`config.mk`:
```
export PLATFORM = sky130hd
export DESIGN_NAME = counter_sequencer
export DESIGN_NICKNAME = d
export VERILOG_FILES = /design/src/rtl/counter_sequencer.sv
export SDC_FILE = /design/constraint.sdc
export NUM_CORES = 1
export LEC_CHECK = 0
export ABC_AREA = 0
export BUFFER_PORTS_ARGS = -buffer_cell sky130_fd_sc_hd__buf_2
export CORE_AREA = 4 4 53 55
export CTS_BUF_LIST = sky130_fd_sc_hd__clkbuf_8 sky130_fd_sc_hd__clkbuf_16
export CTS_CLUSTER_DIAMETER = 60
export DETAILED_ROUTE_END_ITERATION = 16
export DIE_AREA = 0 0 57 59
export PLACE_DENSITY_LB_ADDON = 0.3
export RECOVER_POWER = 100
export SLEW_MARGIN = 20
export SYNTH_ARGS = -nofsm -noshare
export SYNTH_HDL_FRONTEND = slang
export SYNTH_SLANG_ARGS = --single-unit
```
`constraint.sdc`:
```
create_clock -name clk -period 3.6 [get_ports clk]
set_input_delay 0.36 -clock clk [delete_from_list [all_inputs] [get_ports clk]]
set_output_delay 0.36 -clock clk [all_outputs]
set_load 0.03 [all_outputs]
```
`src/rtl/counter_sequencer.sv`:
```
// counter_sequencer: up/down counter sequencer with prescaler, one-shot/auto-reload and terminal-count pulse
module counter_sequencer #(
  parameter int WIDTH = 4,
  parameter int PS_W = 4
) (
  input  logic             clk,
  input  logic             reset,
  input  logic             start,
  input  logic             stop,
  input  logic             mode,
  input  logic             dir,
  input  logic [WIDTH-1:0] load_val,
  input  logic [PS_W-1:0]  prescale,
  output logic [WIDTH-1:0] Q,
  output logic             busy,
  output logic             tc,
  output logic             done
);
  typedef enum logic [1:0] {IDLE, RUN, DONE} state_t;
  state_t state, state_n;
  logic [WIDTH-1:0] q_n, sl, s_val, t_val;
  logic [PS_W-1:0] ps, ps_n, sp;
  logic smode, sdir, tc_n, tick, at_t;
  assign s_val = sdir ? sl : '0;
  assign t_val = sdir ? '0 : sl;
  assign tick = ps == sp;
  assign at_t = Q == t_val;
  always_ff @(posedge clk or posedge reset) begin
    if (reset) begin
      state <= IDLE;
      Q <= '0;
      ps <= '0;
      tc <= 1'b0;
      smode <= 1'b0;
      sdir <= 1'b0;
      sl <= '0;
      sp <= '0;
    end else begin
      state <= state_n;
      Q <= q_n;
      ps <= ps_n;
      tc <= tc_n;
      if (start && !stop) begin
        smode <= mode;
        sdir <= dir;
        sl <= load_val;
        sp <= prescale;
      end
    end
  end
  always_comb begin
    state_n = state;
    q_n = Q;
    ps_n = ps;
    tc_n = 1'b0;
    if (stop) begin
      state_n = IDLE;
      q_n = '0;
      ps_n = '0;
    end else if (start) begin
      state_n = RUN;
      q_n = dir ? load_val : '0;
      ps_n = '0;
    end else if (state == RUN) begin
      ps_n = tick ? '0 : ps + 1'b1;
      if (tick) begin
        tc_n = at_t;
        q_n = !at_t ? (sdir ? Q - 1'b1 : Q + 1'b1) : (smode ? s_val : Q);
        state_n = (at_t && !smode) ? DONE : RUN;
      end
    end
  end
  always_comb begin
    busy = state == RUN;
    done = state == DONE;
  end
endmodule

```
After elaboration in Yosys (flattened, before gate mapping) --
Index checks and enable logic that the tools add are counted.
Operators by class: add/subtract/negate cells 3, multiply operators 0, div/mod/pow operators 0, magnitude comparators 0, equal/unequal tests 5, shift-type cells 0, multiplexer cells 23, bitwise logic cells 0, reductions and logical operators 8
Operators with widths (number):
- $mux 4 | 14
- $mux 2 | 5
- $add 4x1->4 const B | 2
- $eq 4x4->1 | 2
- $reduce_bool 3->1 | 2
- $mux 1 | 4
- $ne 4x4->1 const B | 1
- $sub 4x1->4 const B | 1
- $reduce_and 3->1 | 1
- $eq 2x1->1 const B | 1
- $eq 2x2->1 const B | 1
- $logic_and 1x1->1 | 2
- $logic_not 1->1 | 2
- $reduce_and 2->1 | 1
Storage, ports and cells: register bits 21, latch bits 0, RAM bits 0, memory bits (read-only) 0, memories kept 0

Depth between registers and ports, before layout --
depth after elaboration 8, gate-level depth with buffers 6, gate-level depth less buffers 6

Worst setup path after synthesis --
Ideal clock, no wire load.
path kind register -> register, from register Q[0], to register Q[2], library setup time 82 ps, data arrival time 1750 ps, slack 1768 ps, stages on the path, launching flop included 6, period minus slack after synthesis 1832 ps, path through dfrtp_1 nand4bb_1 o22ai_1 o22a_4 mux2_4 a31oi_1
On the way: cells in the longest elaborated chain, start to end 7, elaborated cells on any way between the ends 11, classes of those cells 2 x add/sub; 2 x eq/ne; 6 x mux; 1 x reduce/logical
Ends and longest elaborated chain:
- from (decl) | RTL line 14 | output logic [WIDTH-1:0] Q,
- from (signal assigned) | RTL line 40 | Q <= q_n;
- $add 4x1->4 / $sub 4x1->4 (equally long branches) | RTL line 68 | q_n = !at_t ? (sdir ? Q - 1'b1 : Q + 1'b1) : (smode ? s_val : Q);
- $mux 4 (2 in series) | RTL line 68
- $mux 4 | RTL line 66 | if (tick) begin
- $mux 4 | RTL line 64 | end else if (state == RUN) begin
- $mux 4 | RTL line 60 | end else if (start) begin
- $mux 4 | RTL line 56 | if (stop) begin
Several ways; a longest one is shown, not always the timed one. The select of a mux whose other input is x is not followed. A chain may end at the register's enable or synchronous reset.

Worst setup path after layout --
from register sdir, to register Q[1]
On the way: cells in the longest elaborated chain, start to end 7, elaborated cells on any way between the ends 12, classes of those cells 2 x eq/ne; 9 x mux; 1 x reduce/logical
Ends and longest elaborated chain:
- from (decl) | RTL line 23 | logic smode, sdir, tc_n, tick, at_t;
- from (signal assigned) | RTL line 45 | sdir <= dir;
- $mux 4 (on tied branches) | RTL line 25, 24
- $eq 4x4->1 / $mux 4 (equally long branches) | RTL line 27, 68
- $mux 4 | RTL line 68
- $mux 4 | RTL line 66
- $mux 4 | RTL line 64
- $mux 4 | RTL line 60
- $mux 4 | RTL line 56
Several ways; a longest one is shown, not always the timed one. The select of a mux whose other input is x is not followed.

==> run_results.csv <==
group,metric,value,unit
layout,fillers,244,
synth,postSynthCellCount,133,
synth,ys_types,41,
floorplan,ios,21,
setup_path,critPathCaptureType,"flip-flop",
global_route,grt-ovfl-total,0,
cts,ctsLongestPathBuffers,2,
synth,yosys_warnings,0,
flow_run,max_cap_violations,0,
timing,slew_headroom,17.76,%
floorplan,die_h,59,um
floorplan,die_w,57,um
drt,drtIter0Drc,39,
global_route,grt_pass1_vias,1127,
run_status,status,"finished clean",
drt,wire_per_inst,16.29,um
power_and_ir_drop,clockPowerShare,25.5,%
cts,cts_root_buffer,"clkbuf_8",
floorplan,design.die.area,3363,sq um
worst_hold_path,holdCritPathClass,"input pin to asynchronous set/reset pin",
setup_path,critPathMaxFanout,15,
synth,synth_edf_count,0,
drt,vias,1097,
synth,syn-cell-area,1335,sq um
power_and_ir_drop,max-vdd-ir-drop,285.6,uV
timing,clock_skew,0.004016,ns
timing,fin_setup_tns,0,ns
layout,drive_above_1_share,20.67,%
cts,cts_sinks,21,
global_route,grt_max_degree,22,
setup_path,required,3.77,ns
cts,cts_tree,"yes",
synth,synth_flop_cell,"dfrtp_1",
cts,clk_latency,0.26,ns
setup_path,start_kind,"flip-flop",
synth,ys_async_sr_fraction,100.0,%
layout,fin_nets,169,
setup_path,r2r_start,"sdir$_DFFE_PP0P_",
timing,setup_viol,0,
power_and_ir_drop,power.density,410.2,nW/um^2
layout,fin_cells,180,
drt,route.detailed.drc,0,
synth,synth_area_per_cell,10.04,sq um
placement,dp_slack,1.454,ns
cts,path_clk_slew,0.08,ns
layout,final_cell_mix,"dfrtp_1 (21), nand2_1 (13), buf_2 (12), a21oi_1 (9)",
cts,cts_resized,0,
synth,yosys.area.top_type,"dfrtp_1",
global_route,grtUsageTotal,19.27,%
drt,dr.pass1.iters,5,
synth,synthTopCellsByArea,"dfrtp_1 (39%), mux2_2 (6.7%), nand2_1 (3.7%)",
layout,area_delta_synth_final,9.653,%
synth,syn-num-nets,151,
drt,antenna_left,0,
cts,cts_buffers,3,
timing,worstMarginPinSlew,1.231,ns
timing,period_needed,2.281,ns
placement,routabilityCongestion,0.8553,
floorplan,num_rows,18,
floorplan,core-area,2387,sq um
global_route,grt_pass1_wl,5.112,mm
timing,max_freq,438.4,MHz
synth,ys_seq_area_share,39.36,%
timing,slew_viol_final,0,
power_and_ir_drop,cellInternalPower,0.4079,mW
synth,synth_top_area_share,39.36,%
timing,finalHoldViolCount,0,
power_and_ir_drop,leakage,0.6194,nW
placement,placedCellCount,176,
power_and_ir_drop,seqPwrFrac,48.3,%
layout,final_common_cell,"dfrtp_1",
timing,period_share,63.36,%
global_route,antenna_found_initial,0,
power_and_ir_drop,p_total,0.6005,mW
power_and_ir_drop,combPwrFrac,26.2,%
timing,rsz0062_at_grt,"no",
layout,diodes,0,
synth,synth-seq-cells,21,
cts,cts_hold_buffers,0,
setup_path,crit_arrival,2.45,ns
setup_path,cp-startpoint,"sdir$_DFFE_PP0P_",
placement,dp.final_hpwl,2.169,mm
power_and_ir_drop,swShare,32.08,%
drt,via_per_inst,6.094,
floorplan,start_util,55.92,%
placement,port_buffers,20,
setup_path,critPathKind,"flip-flop to flip-flop",
power_and_ir_drop,switching_power,0.1927,mW
cts,post_cts_buffers,0,
drt,routed_wl,2.933,mm
cts,htree_num_levels,1,
timing,worst_slack,1.319,ns
[cell usage after synthesis, types with 2 or more instances]
| cell type | n |
|---|---|
| mux2_2 | 8 |
| nor2_1 | 5 |
| nand2_1 | 13 |
| a31oi_1 | 3 |
| nand2b_1 | 2 |
| xnor2_1 | 5 |
| a211o_1 | 4 |
| dfrtp_1 | 21 |
| xor2_1 | 3 |
| nor3_1 | 2 |
| a21oi_1 | 9 |
| clkbuf_1 | 5 |
| o211ai_1 | 5 |
| nand3_1 | 5 |
| nand4bb_1 | 2 |
| o21ba_2 | 3 |
| buf_2 | 2 |
| nand3b_1 | 2 |
| o21ai_0 | 3 |
| ha_1 | 3 |
| mux2_4 | 2 |
| nor2b_1 | 2 |
| inv_1 | 4 |
| o221ai_1 | 3 |
[state kept, by name, summed over array words and instances, names as in the netlist]
register,cells
state,2
Q,4
ps,4
tc,1
sdir,1
sl,4
smode,1
sp,4
[logic make-up after synthesis]
| group | share of synthesized area (%) |
|---|---|
| simple gates | 16.68 |
| fa+ha+maj | 4.312 |
| compound gates | 21.09 |
| buf+inv | 3.561 |
| mux | 9.747 |
| xor+xnor | 5.249 |
| flops | 39.36 |
[routing by layer]
metal | global-route usage [%] | vias to the layer above | wire [um]
met5 | 0 | - | 0
met1 | 25.80 | 540 | 1349
met4 | 5.960 | 0 | 41
met2 | 32.46 | 25 | 1422
met3 | 2.832 | 6 | 119
li1 | - | 526 | -
[power groups by stage]
stage	Combinational (mW)	Sequential [mW]	Clock (mW)
after CTS	0.166	0.290	0.155
after floorplan	0.128	0.291	0
after global routing	0.174	0.295	0.170
after global placement	0.158	0.294	0
final	0.157	0.290	0.153
after detailed placement	0.165	0.295	0
[per-stage QoR]
step,utilization (%),area [sq um],hold WS [ns]
2_1_floorplan,-,1335,0.3365
3_3_place_gp,60.48,1444,0.5171
3_5_place_dp,60.48,1444,0.5191
4_1_cts,62.37,1489,0.2723
5_1_grt,61.32,1464,0.2860
6_report,61.32,1464,0.2368
[layout make-up]
type                            instances  area, sq um  area share, %
Clock buffer                            3        41.29          2.821
Sequential cell                        21        525.5          35.90
Multi-Input combinational cell        100        747.0          51.03
Tap cell                               30        37.54          2.564
Timing Repair Buffer                   20        90.09          6.154
Clock inverter                          1        3.754         0.2564
Inverter                                5        18.77          1.282
[critical path: stages (launching register included)]
cell,delay [ns]
dfrtp_1,0.61
o21ba_2,0.23
o32ai_1,0.51
o221ai_1,0.34
and3_2,0.32
a31oi_1,0.17
[final timing paths]
path                                        end  slack, ns  cells after the start
hold / removal                sl[1]$_DFFE_PP0P_       0.24                      2
max in group asynchronous          tc$_DFF_PP0_       2.87                      2
setup reg to reg               Q[1]$_DFFE_PP0P_       1.32                      5
setup / recovery               Q[1]$_DFFE_PP0P_       1.32                      5
hold reg to reg               sp[2]$_DFFE_PP0P_       0.53                      1
min in group clk           state[0]$_DFFE_PP0P_       0.29                      2
No activity file was read; power rests on OpenSTA's default activity.
